**src/rtl/avalon_mm_mem_test_master_pkg.sv**
```systemverilog
// Shared definitions for the Avalon-MM on-chip memory test master.
// State encoding and the constant byte-enable used on every command.
package avalon_mm_mem_test_master_pkg;

    typedef enum logic [2:0] {
        ST_IDLE,
        ST_WR,
        ST_RD,
        ST_DRAIN,
        ST_FIN
    } state_t;

    localparam logic [3:0] BYTEEN_ALL = 4'hF;

endpackage

```
**src/rtl/avalon_mm_mem_test_master_pattern_gen.sv**
```systemverilog
// Test pattern generator: word i of a run carries seed + i (mod 2^32).
// Used once for write data and once for the expected read data.
module mem_test_pattern_gen #(
    parameter int CNT_W = 12
) (
    input  logic [31:0]      seed,
    input  logic [CNT_W-1:0] index,
    output logic [31:0]      pattern
);

    assign pattern = seed + 32'(index);

endmodule

```
**src/rtl/avalon_mm_mem_test_master.sv**
```systemverilog
// Avalon-MM memory test master: writes seed+i over a word range, reads it
// back with up to MAX_PENDING outstanding reads and checks responses in order.
module avalon_mm_mem_test_master
    import avalon_mm_mem_test_master_pkg::*;
#(
    parameter int ADDR_W      = 13,
    parameter int CNT_W       = 12,
    parameter int MAX_PENDING = 4,
    parameter int ERR_W       = 16
) (
    input  logic              clk,
    input  logic              reset,
    input  logic              start,
    input  logic [ADDR_W-1:0] base_addr,
    input  logic [CNT_W-1:0]  word_count,
    input  logic [31:0]       seed,
    output logic              busy,
    output logic              done,
    output logic              pass,
    output logic [ERR_W-1:0]  error_count,
    output logic [ADDR_W-1:0] first_fail_addr,
    output logic [ADDR_W-1:0] avm_address,
    output logic [3:0]        avm_byteenable,
    output logic              avm_write,
    output logic [31:0]       avm_writedata,
    output logic              avm_read,
    input  logic              avm_waitrequest,
    input  logic [31:0]       avm_readdata,
    input  logic              avm_readdatavalid
);

    localparam int                PEND_W     = $clog2(MAX_PENDING + 1);
    localparam logic [PEND_W-1:0] PEND_MAX   = PEND_W'(MAX_PENDING);
    localparam logic [PEND_W-1:0] PEND_ONE   = PEND_W'(1);
    localparam logic [CNT_W-1:0]  CNT_ONE    = CNT_W'(1);
    localparam logic [ERR_W-1:0]  ERR_MAX    = '1;
    localparam logic [ADDR_W-1:0] ALIGN_MASK = ~ADDR_W'(3);

    state_t            state, state_nxt;
    logic [ADDR_W-1:0] base_q;
    logic [CNT_W-1:0]  count_q;
    logic [31:0]       seed_q;
    logic [CNT_W-1:0]  idx_q;
    logic [CNT_W-1:0]  rsp_idx_q;
    logic [PEND_W-1:0] pending_q;
    logic              busy_q, done_q, pass_q;
    logic [ERR_W-1:0]  err_q;
    logic [ADDR_W-1:0] ffa_q;

    logic              wr_req, rd_req, cmd_acc, rd_acc, rsp_take, mismatch;
    logic              last_idx;
    logic [31:0]       wr_pattern, exp_pattern;
    logic [ADDR_W-1:0] issue_addr, rsp_addr;

    // Byte addresses wrap modulo 2^ADDR_W; the word offset is truncated to fit.
    function automatic logic [ADDR_W-1:0] word_addr(input logic [ADDR_W-1:0] base,
                                                    input logic [CNT_W-1:0]  idx);
        return base + ADDR_W'({idx, 2'b00});
    endfunction

    mem_test_pattern_gen #(.CNT_W(CNT_W)) u_issue_pat (
        .seed    (seed_q),
        .index   (idx_q),
        .pattern (wr_pattern)
    );

    mem_test_pattern_gen #(.CNT_W(CNT_W)) u_cmp_pat (
        .seed    (seed_q),
        .index   (rsp_idx_q),
        .pattern (exp_pattern)
    );

    // Commands depend only on registered state, so they stay stable while
    // waitrequest stalls them: idx_q and pending_q cannot advance meanwhile.
    assign wr_req     = (state == ST_WR);
    assign rd_req     = (state == ST_RD) && (idx_q < count_q) && (pending_q < PEND_MAX);
    assign cmd_acc    = (wr_req || rd_req) && !avm_waitrequest;
    assign rd_acc     = rd_req && !avm_waitrequest;
    assign last_idx   = (idx_q == count_q - CNT_ONE);
    assign rsp_take   = avm_readdatavalid && (pending_q != '0);
    assign mismatch   = rsp_take && (avm_readdata != exp_pattern);
    assign issue_addr = word_addr(base_q, idx_q);
    assign rsp_addr   = word_addr(base_q, rsp_idx_q);

    assign avm_write       = wr_req;
    assign avm_read        = rd_req;
    assign avm_address     = (wr_req || rd_req) ? issue_addr : '0;
    assign avm_writedata   = wr_req ? wr_pattern : '0;
    assign avm_byteenable  = (wr_req || rd_req) ? BYTEEN_ALL : 4'h0;
    assign busy            = busy_q;
    assign done            = done_q;
    assign pass            = pass_q;
    assign error_count     = err_q;
    assign first_fail_addr = ffa_q;

    always_comb begin
        state_nxt = state;
        case (state)
            ST_IDLE:  if (start) state_nxt = (word_count == '0) ? ST_FIN : ST_WR;
            ST_WR:    if (cmd_acc && last_idx) state_nxt = ST_RD;
            ST_RD:    if (rd_acc && last_idx) state_nxt = ST_DRAIN;
            ST_DRAIN: if (pending_q == '0) state_nxt = ST_FIN;
            ST_FIN:   state_nxt = ST_IDLE;
            default:  state_nxt = ST_IDLE;
        endcase
    end

    always_ff @(posedge clk or posedge reset) begin
        if (reset) begin
            state     <= ST_IDLE;
            base_q    <= '0;
            count_q   <= '0;
            seed_q    <= '0;
            idx_q     <= '0;
            rsp_idx_q <= '0;
            pending_q <= '0;
            busy_q    <= 1'b0;
            done_q    <= 1'b0;
            pass_q    <= 1'b0;
            err_q     <= '0;
            ffa_q     <= '0;
        end else begin
            state  <= state_nxt;
            done_q <= (state == ST_FIN);

            if (state == ST_IDLE && start) begin
                base_q    <= base_addr & ALIGN_MASK;
                count_q   <= word_count;
                seed_q    <= seed;
                idx_q     <= '0;
                rsp_idx_q <= '0;
                pass_q    <= 1'b0;
                if (word_count != '0) begin
                    busy_q <= 1'b1;
                    err_q  <= '0;
                    ffa_q  <= '0;
                end
            end

            // A zero-length run has nothing to compare and always passes.
            if (state == ST_FIN) begin
                busy_q <= 1'b0;
                pass_q <= (count_q == '0) || (err_q == '0);
            end

            if (cmd_acc)
                idx_q <= (wr_req && last_idx) ? '0 : idx_q + CNT_ONE;

            case ({rd_acc, rsp_take})
                2'b10:   pending_q <= pending_q + PEND_ONE;
                2'b01:   pending_q <= pending_q - PEND_ONE;
                default: pending_q <= pending_q;
            endcase

            if (rsp_take) begin
                rsp_idx_q <= rsp_idx_q + CNT_ONE;
                if (mismatch) begin
                    if (err_q != ERR_MAX) err_q <= err_q + 1'b1;
                    if (err_q == '0) ffa_q <= rsp_addr;
                end
            end
        end
    end

endmodule

```
**config.mk**
```make
export PLATFORM = sky130hd
export DESIGN_NAME = avalon_mm_mem_test_master
export DESIGN_NICKNAME = d
export VERILOG_FILES = /design/src/rtl/avalon_mm_mem_test_master_pkg.sv /design/src/rtl/avalon_mm_mem_test_master_pattern_gen.sv /design/src/rtl/avalon_mm_mem_test_master.sv
export SDC_FILE = /design/constraint.sdc
export NUM_CORES = 1
export LEC_CHECK = 0
export ABC_AREA = 1
export BUFFER_PORTS_ARGS = -buffer_cell sky130_fd_sc_hd__buf_2
export CAP_MARGIN = 20
export CORE_MARGIN = 5
export CORE_UTILIZATION = 52
export CTS_CLUSTER_DIAMETER = 40
export DETAILED_ROUTE_END_ITERATION = 8
export MAX_ROUTING_LAYER = met4
export PLACE_DENSITY_LB_ADDON = 0.3
export SYNTH_ARGS = -nofsm -noshare
export SYNTH_HDL_FRONTEND = slang
export SYNTH_SLANG_ARGS = --single-unit
```
**constraint.sdc**
```tcl
create_clock -name clk -period 3.8 [get_ports clk]
set_input_delay 0.57 -clock clk [delete_from_list [all_inputs] [get_ports clk]]
set_output_delay 0.57 -clock clk [all_outputs]
set_load 0.01 [all_outputs]
```
==> key figures, run 1 <==
Power and ir drop
  – Tot Pwr: 5.18 mW
  – Power density cells: 431 nW/µm²
  – Clock Power Share: 33.9%
  – Worst vdd ir: 293 µV
  – Gate power share: 34.1%
  – Lkg Pwr: 6.55 nW
  – Seq pwr share: 32.0%
  – P_sw: 1.94 mW
  – Net Sw Frac: 37.5%
  – Cell Int Power: 3.23 mW

Clock tree
  – CTS buffer count: 17
  – H-tree lvl count: 4
  – Clock transition at path regs: 60 ps
  – Longest Clk Path Bufs: 2
  – Sink Count: 117
  – Root buffer cell: clkbuf_16
  – CTS tree: yes
  – CTS Hold Bufs: 0
  – Clk_lat worst skew: 430 ps

Synthesis
  – Ys async rst share: 100%
  – Cells after synthesis: 1579
  – EDFF count, synth: 0
  – Yosys cell types: 47
  – Syn. warnings: 0
  – Post-synthesis sequential element count: 117
  – Synth top area share: 28.6%
  – Largest area contributor in the netlist: dfrtp_1
  – Post-synthesis average cell area: 6.48 µm²
  – Synthesized cell area: 10200 µm²
  – Area contributors post-synth: dfrtp_1, nand2_1, ha_1
  – Sequential fraction of the synthesis area: 28.6%
  – Ys flop type: dfrtp_1

Worst setup path
  – R2R setup slack: 680 ps
  – R2R Path Start: rsp_idx_q[0]
  – Register-to-Register Path Depth: 20
  – Crit-path max FO: 8
  – Setup Crit Path Kind: flip-flop to output pin
  – CP endpoint kind: output pin
  – Critical Path AT: 3050 ps
  – Worst setup SP type: flip-flop
  – Worst EP required: 3230 ps
  – Reg2Reg Capture Point: error_count[5]
  – Critical path launch point: seed_q[0]

Die
  – Ports: 177
  – Row cnt: 51
  – Die Y: 150 µm
  – Starting Density: 52.8%
  – Die width: 150 µm
  – Core area: 19400 µm²
  – Die area: 22600 µm²

Place
  – Routability Congestion: 0.942
  – Port Buf Inserts: 172
  – Placed cell areas: 11400 µm²
  – Pre-CTS setup slack: 383 ps
  – HPWL Detailed: 23300 µm
  – DP Cell Count: 1990

Drt
  – DR vias: 10765
  – Vias/cell: 5.32
  – Initial DRC count: 806
  – Drt pass-1 iters: 6
  – DRT antenna net count: 0
  – DR WL/cell: 15.1 µm
  – DR DRC count: 0
  – WL final: 30500 µm

Layout
  – Layout Cells excl Fill: 2023
  – Commonest cells after routing, fill and taps aside: nand2_1, inv_1, buf_2
  – Design area: 12000 µm²
  – Layout cells sized above 1: 14.3%
  – Nets: 1907
  – FF+latch area: 2930 µm²
  – Multi-input gate area: 6350 µm²
  – Antenna Cells: 0
  – Fill cells: 1908
  – Post-layout util: 62.0%
  – Most common cell after layout, fill and taps aside: nand2_1
  – Layout area overhead: 17.4%

Timing
  – RSZ-0062 raised after global routing: false
  – Final setup vio count: 0
  – Setup_tns: 0 ps
  – Slew HR: 41.9%
  – Final period util: 95.3%
  – Clock skew: 11.4 ps
  – Fmax: 276 MHz
  – Final min period: 3620 ps
  – Hold WS: 228 ps
  – Final Hold Vio Count: 0
  – Final Max Tran Viols: 0
  – Worst Tran Pin Value: 865 ps
  – Worst setup margin: 179 ps

Global route
  – GR Util All Layers: 28.1%
  – Pin count of the biggest net entering global routing: 70
  – Initial antenna violation count: 0
  – Vias in the first global route: 10044
  – GR Overflow Total: 0
  – First-pass GRT wire length: 49500 µm

Status
  – Status: complete, no violations

Min path
  – HP Class: input pin to asynchronous set/reset pin

Run
  – Max-cap violations: 0
==> cells by family after synthesis <==
group | after synthesis | share of synthesized area (%)
and+or+nand+nor | 863 | 35.5
other | 1 | 0.0366
DFF | 117 | 28.6
buffers and inverters | 252 | 9.72
muxes | 1 | 0.0978
xor gates and xnor gates | 86 | 7.36
AOI/OAI and AO/OA | 191 | 10.0
adders and majority gates | 68 | 8.68
==> state kept, by name (all words and copies together) (netlist names), 3 cells and up <==
signal	count
base_q	11
count_q	12
error_count	16
first_fail_addr	13
idx_q	12
pending_q	3
rsp_idx_q	12
seed_q	32
state	3
==> timing repair <==
action / 4_1_cts / 5_1_grt
resized for setup: 2 / 6
pin swaps: 0 / 1
setup buffers: 0 / 1
endpoints found under the setup margin: 5 / 12
==> worst max-delay path, cell delays in order (launching register included) <==
cell     delay, ps
dfrtp_1        410
ha_1           240
fa_1           400
nand2_1         80
inv_1           50
a21oi_1        180
inv_1          100
a21oi_2        200
o21ai_1        120
nand3_1        130
nand2_4        120
nand2_1        140
nor3_1          70
nor3_1         210
buf_2          170
==> Yosys cell counts (9+ instances only) <==
| cell | number |
|---|---|
| nand2_1 | 503 |
| inv_1 | 207 |
| nor2_1 | 151 |
| dfrtp_1 | 117 |
| nand3_1 | 108 |
| o21ai_0 | 85 |
| a21oi_1 | 72 |
| ha_1 | 63 |
| xor2_1 | 60 |
| nor3_1 | 36 |
| xnor2_1 | 26 |
| clkbuf_1 | 24 |
| nand4_1 | 18 |
| nand3b_1 | 13 |
| nor4_1 | 9 |
==> layer usage <==
layer	vias up	GRT usage (%)	part of all wire [%]
met5	-	-	0
met4	0	7.78	2.4
met3	60	3.85	6.2
met2	351	45.3	47
met1	4981	37.3	44
li1	5373	-	-
==> worst max-delay path by stage <==
stage                             end  slack [ps]  cells after the start
floorplan                  base_q[10]         130                      1
global placement    avm_writedata[24]         450                     14
detailed placement  avm_writedata[30]         380                     16
CTS                 avm_writedata[24]          60                     14
global route        avm_writedata[30]           4                     16
finish              avm_writedata[24]         180                     14
==> area by class of cell <==
cell class,count,share of cell area [%]
Clock inverter,12,1.47
Timing Repair Buffer,187,8.20
Inverter,211,6.61
Multi-Input combinational cell,1211,52.8
Clock buffer,20,3.80
Tap cell,265,2.76
Sequential cell,117,24.4
==> power groups by stage <==
| stage | Clock, mW | Combinational [mW] | Sequential [mW] |
|---|---|---|---|
| finish | 1.75 | 1.77 | 1.66 |
| global route | 1.83 | 2.02 | 1.68 |
| CTS | 1.76 | 1.78 | 1.66 |
| detailed placement | 0 | 1.76 | 1.68 |
| global placement | 0 | 1.71 | 1.67 |
| floorplan | 0 | 1.22 | 1.66 |
Power figures use the tool's default switching activity.
==> run 2, diff against run 1 <==
- ABC_AREA: 1 -> not set
- CORE_UTILIZATION: 52 -> 51
- CTS_CLUSTER_DIAMETER: 40 -> not set
==> run 2 against run 1 <==
  * Non-clock buffer count grew 43
  * Clock skew down 1.5 ps
  * Synthesized cell count decreased by 28%
  * Clock-buffer cell count fell by 1
  * First-iteration DRC count decreased by 11%
  * Clock power decreased by 7%
  * Hold slack improved by 44 ps
  * Maximum frequency shrank 2.7%
  * Cell count is 22% lower
==> key figures, run 2 <==
Status
  – Status: complete, no violations

Power and ir drop
  – Seq pwr share: 29.0%
  – P_sw: 3.54 mW
  – Worst vdd ir: 376 µV
  – Power density cells: 703 nW/µm²
  – Gate power share: 50.8%
  – Lkg Pwr: 5.63 nW
  – Clock Power Share: 20.2%
  – Net Sw Frac: 44.2%
  – Tot Pwr: 8.01 mW
  – Cell Int Power: 4.46 mW

Layout
  – Post-layout util: 63.8%
  – Design area: 11400 µm²
  – Fill cells: 1480
  – Most common cell after layout, fill and taps aside: nand2_1
  – Layout area overhead: 24.1%
  – Antenna Cells: 0
  – Layout Cells excl Fill: 1572
  – Max reg flops: 32
  – Layout cells sized above 1: 23.5%
  – Nets: 1492
  – Commonest cells after routing, fill and taps aside: nand2_1, buf_2, dfrtp_1
  – Biggest register: seed_q

Clock tree
  – Longest Clk Path Bufs: 2
  – H-tree lvl count: 4
  – Sink Count: 117
  – CTS tree: yes
  – CTS buffer count: 17
  – Root buffer cell: clkbuf_16
  – Clock transition at path regs: 60 ps
  – Clk_lat worst skew: 420 ps

Global route
  – Vias in the first global route: 8426
  – GR Overflow Total: 0
  – Pin count of the biggest net entering global routing: 118
  – GR Util All Layers: 26.2%
  – Initial antenna violation count: 0
  – First-pass GRT wire length: 42100 µm

Place
  – Port Buf Inserts: 172
  – Routability Congestion: 0.993
  – DP Cell Count: 1531
  – Pre-CTS setup slack: -72.9 ps
  – Placed cell areas: 10500 µm²
  – HPWL Detailed: 20100 µm

Synthesis
  – Ys async rst share: 100%
  – Post-synthesis sequential element count: 117
  – EDFF count, synth: 0
  – Yosys cell types: 73
  – Synthesized cell area: 9180 µm²
  – List of most frequent post-synthesis cells: nand2_1, dfrtp_1, nor2_1
  – Post-synthesis average cell area: 8.08 µm²
  – Area contributors post-synth: dfrtp_1, nand2_1, ha_1
  – Synth top area share: 31.9%
  – Most common cell in the netlist: nand2_1
  – Ys flop type: dfrtp_1
  – Cells after synthesis: 1136
  – Largest area contributor in the netlist: dfrtp_1
  – Syn. warnings: 0
  – Sequential fraction of the synthesis area: 31.9%

Timing
  – Hold WS: 272 ps
  – Final Max Tran Viols: 0
  – Fmax: 269 MHz
  – Slew HR: 47.6%
  – Final min period: 3720 ps
  – Clock skew: 9.87 ps
  – Worst Tran Pin Value: 787 ps
  – Final period util: 97.9%
  – Final Hold Vio Count: 0
  – RSZ-0062 raised after global routing: true
  – Final setup vio count: 0
  – Worst setup margin: 79.6 ps
  – Setup_tns: 0 ps

Drt
  – WL final: 27300 µm
  – Initial DRC count: 718
  – DRT antenna net count: 0
  – Drt pass-1 iters: 5
  – DR vias: 9032
  – DR DRC count: 0
  – DR WL/cell: 17.4 µm
  – Vias/cell: 5.75

Die
  – Core area: 17800 µm²
  – Ports: 177
  – Die area: 20800 µm²
  – Die width: 144 µm
  – Row cnt: 49
  – Die Y: 144 µm
  – Starting Density: 51.4%

Worst setup path
  – Worst setup SP type: flip-flop
  – Setup Crit Path Kind: flip-flop to flip-flop
  – CP endpoint kind: flip-flop
  – Critical Path AT: 4060 ps
  – Worst EP required: 4140 ps
  – Crit-path max FO: 6

Run
  – Max-cap violations: 0

Min path
  – HP Class: input pin to asynchronous set/reset pin
[run 2: cell count changes after synthesis, sizes merged, moves of 24 or more]
cell | previous run | this run
nand3 | 110 | 41
inv | 209 | 50
o21ai | 92 | 63
nor2 | 157 | 94
xnor2 | 26 | 61
nand2 | 509 | 225
a21oi | 72 | 46
and3 | 1 | 25
[run 2: critical path: stages (launching register included)]
cell	delay (ps)
dfrtp_1	390
ha_2	200
fa_2	340
a21o_1	200
a311o_1	350
nand3_2	100
a211oi_2	70
or3_1	320
a211o_1	260
or4_4	500
a211oi_4	200
buf_6	180
or3_4	180
clkbuf_16	170
mux2i_1	180
[run 2: path summary, 6_finish.rpt]
| check | from | end | slack [ps] | cells after the start |
|---|---|---|---|---|
| worst max-delay path | seed_q[0] | first_fail_addr[2] | 80 | 14 |
| worst min-delay path | reset | error_count[9] | 270 | 3 |
| worst max register to register | seed_q[0] | first_fail_addr[2] | 80 | 14 |
| worst min register to register | rsp_idx_q[11] | rsp_idx_q[11] | 490 | 1 |
| max in group asynchronous | reset | idx_q[0] | 2930 | 3 |
| min in group clk | seed[23] | seed_q[23] | 330 | 3 |
[run 2: layout make-up]
cell class	instances	area [µm²]	share of cell area (%)
Inverter	50	190	1.67
Multi-Input combinational cell	914	5990	52.6
Clock buffer	19	453	3.98
Tap cell	229	287	2.52
Sequential cell	117	2930	25.8
Clock inverter	13	149	1.31
Timing Repair Buffer	230	1380	12.1
[run 2: timing repair]
item,CTS,global route
setup buffers,1,8
resized for setup,17,34
cloned,0,1
hold buffers,0,0
endpoints found under the hold margin,0,0
setup endpoints to repair,46,49
pin swaps,6,24
[run 2: cells by family (layout without fill, tap and decap cells)]
logic type / after synthesis / in the layout / synth area share (%)
AND/OR/NAND/NOR: 510 / 510 / 26.0
AO/OA/AOI/OAI: 200 / 200 / 14.3
flip-flops: 117 / 117 / 31.9
XOR/XNOR: 113 / 113 / 10.8
buffers and inverters: 106 / 312 / 5.00
adder cells (fa/ha/maj): 68 / 68 / 9.68
multiplexers: 21 / 21 / 2.33
other: 1 / 2 / 0.0409
[run 2: per-layer routing]
metal  wire length (µm)  up-vias  global-route usage (%)
met4                739        0                    9.03
met2              13000      327                    41.1
met3               1900       54                    3.97
met5                  0        -                       -
li1                   -     4344                       -
met1              11700     4307                    34.8
[run 2: power groups by stage]
stage	clock [mW]	combinational (mW)	sequential, mW
finish	1.62	4.07	2.32
global route	1.70	4.52	2.37
CTS	1.64	3.93	2.28
detailed placement	0	3.85	2.29
global placement	0	3.75	2.27
floorplan	0	2.81	2.12
==> run 3, diff against run 2 <==
- PLACE_DENSITY: not set -> 0.78
- PLACE_DENSITY_LB_ADDON: 0.3 -> not set
==> run 3 against run 2 <==
  * The run now ends with negative setup slack left
  * Cell count is 1.1% higher
  * Critical path depth rose by 1
  * Worst setup slack got worse by 130 ps
  * Via count grew 3.9%
  * First-iteration DRC count is 16% higher
  * Non-clock buffer count up 15
  * Critical path type unchanged
  * Largest cell class unchanged
==> key figures, run 3 (synthesis results as in run 2) <==
Layout
  – Biggest register: seed_q
  – Design area: 11800 µm²
  – Max reg flops: 32
  – Multi-input gate area: 6230 µm²
  – Commonest cells after routing, fill and taps aside: nand2_1, buf_2, dfrtp_1
  – Nets: 1509
  – Fill cells: 1411
  – Layout cells sized above 1: 26.3%
  – FF+latch area: 2930 µm²
  – Layout area overhead: 28.5%
  – Most common cell after layout, fill and taps aside: nand2_1
  – Post-layout util: 66.1%
  – Antenna Cells: 0

Die
  – Ports: 177
  – Core area: 17800 µm²
  – Row cnt: 49
  – Die width: 144 µm
  – Die area: 20800 µm²
  – Starting Density: 51.4%
  – Die Y: 144 µm

Timing
  – Final Hold Vio Count: 0
  – Slew HR: 31.8%
  – Fmax: 260 MHz
  – Final period util: 101%
  – Final min period: 3850 ps
  – Worst Tran Pin Value: 1020 ps
  – Final setup vio count: 8
  – Worst setup margin: -51.4 ps
  – Final Max Tran Viols: 0
  – Clock skew: 8.79 ps
  – RSZ-0062 raised after global routing: true

Status
  – Status: finished, violations left
  – Failing checks: negative setup slack

Worst setup path
  – CP endpoint: first_fail_addr[12]
  – Worst setup SP type: flip-flop
  – Register-to-Register Path Depth: 15
  – Crit-path cells: buf_4, fa_2, a21o_1, a311o_1, nand3_2, a211oi_2, or3_1, a211o_1, or4_4, a211oi_4, buf_6, buf_6, or3_4, buf_12, mux2i_2
  – Buf/Inv on CP: 4
  – Number of cells on the critical path: 15
  – Reg2Reg Capture Point: first_fail_addr[12]
  – R2R setup slack: -50 ps
  – Setup Crit Path Kind: flip-flop to flip-flop
  – R2R Path Start: seed_q[1]
  – CP endpoint kind: flip-flop
  – Critical path launch point: seed_q[1]
  – CP max stage delay: 490 ps
  – Critical Path AT: 4190 ps
  – CP dominant cell by count: buf_6
  – Top delay family on crit path: simple AND/OR/NAND/NOR gates
  – Crit-path max FO: 7
  – Slowest cell on the critical path: or4_4
  – Worst EP required: 4140 ps

Power and ir drop
  – Power density cells: 704 nW/µm²
  – Worst vdd ir: 382 µV
  – Gate power share: 51.6%
  – Clock Power Share: 20.7%
  – Seq pwr share: 27.8%
  – Net Sw Frac: 44.0%
  – Tot Pwr: 8.30 mW
  – P_sw: 3.65 mW
  – Lkg Pwr: 5.76 nW
  – Cell Int Power: 4.65 mW

Place
  – Routability Congestion: 0.960
  – Pre-CTS setup slack: -180 ps
  – HPWL Detailed: 20600 µm
  – Placed cell areas: 10500 µm²
  – Port Buf Inserts: 172

Global route
  – GR Overflow Total: 0
  – Grt met1 use: 36.0%
  – First-pass GRT wire length: 44400 µm
  – Routing usage on met2: 43.4%
  – Met3 GRT Util: 4.99%
  – Initial antenna violation count: 0
  – GR Util All Layers: 27.9%
  – GRT Max-Usage Layer: met2
  – Pin count of the biggest net entering global routing: 76
  – Vias in the first global route: 8884

Drt
  – Vias/cell: 5.90
  – DR vias: 9382
  – DR WL/cell: 18.5 µm
  – DR DRC count: 0
  – WL final: 29400 µm
  – Initial DRC count: 833
  – Drt pass-1 iters: 8
  – DRT antenna net count: 0

Clock tree
  – Clk_lat worst skew: 430 ps
  – Clock transition at path regs: 60 ps
  – Root buffer cell: clkbuf_16
  – Longest Clk Path Bufs: 2
  – CTS tree: yes
  – CTS buffer count: 17
  – H-tree lvl count: 4
  – Sink Count: 117

Min path
  – HP Class: input pin to asynchronous set/reset pin

Run
  – Max-cap violations: 0
run 3: cell types whose count changed in the layout (fill, tap and decap cells not counted), sizes merged:
| cell | delta |
|---|---|
| clkinv | +1 |
| bufinv | +2 |
| inv | -2 |
| buf | +15 |
| o21a | +1 |
| nor2 | +1 |
| clkinvlp | -1 |
run 3: how the worst min path moves through the flow:
stage / slack (ps) / depth (start not counted) / endpoint
3_3_place_gp: 470 / 1 / rsp_idx_q[11]
2_1_floorplan: 450 / 1 / rsp_idx_q[11]
5_1_grt: 330 / 3 / seed_q[28]
6_report: 310 / 2 / done
4_1_cts: 320 / 3 / seed_q[23]
3_5_place_dp: 490 / 2 / busy
run 3: repair_timing:
| action | CTS | global route |
|---|---|---|
| gates resized for setup | 30 | 74 |
| gates cloned | 2 | 3 |
| hold buffers | 0 | 0 |
| buffers inserted | 10 | 11 |
| endpoints found under the setup margin | 47 | 53 |
| pin swaps | 14 | 51 |
run 3: through the flow:
stage / TNS (ps) / std cells / hold slack (ps)
3_5_place_dp: -3720 / 1532 / 486
5_1_grt: -4130 / 1589 / 329
2_1_floorplan: 0 / 1137 / 449
4_1_cts: 0 / 1576 / 325
6_report: -298 / 1589 / 312
3_3_place_gp: -1450 / 1532 / 472
run 3: final cells by class:
| type | count | share of cell area, % |
|---|---|---|
| Multi-Input combinational cell | 916 | 52.8 |
| Clock buffer | 19 | 3.75 |
| Inverter | 50 | 1.61 |
| Clock inverter | 13 | 1.54 |
| Timing Repair Buffer | 245 | 13.1 |
| Sequential cell | 117 | 24.8 |
| Tap cell | 229 | 2.43 |
run 3: per-layer routing:
layer,part of all wire [%],routed length (µm)
met5,0,0
met4,4.1,1190
met3,7.5,2210
met2,47,13800
met1,41,12200
run 3: power groups by stage:
| stage | registers, mW | logic (mW) | clock network [mW] |
|---|---|---|---|
| 6_report | 2.30 | 4.28 | 1.72 |
| 5_1_grt | 2.36 | 4.74 | 1.79 |
| 4_1_cts | 2.26 | 4.05 | 1.72 |
| 3_5_place_dp | 2.28 | 3.89 | 0 |
| 3_3_place_gp | 2.26 | 3.78 | 0 |
| 2_1_floorplan | 2.12 | 2.81 | 0 |
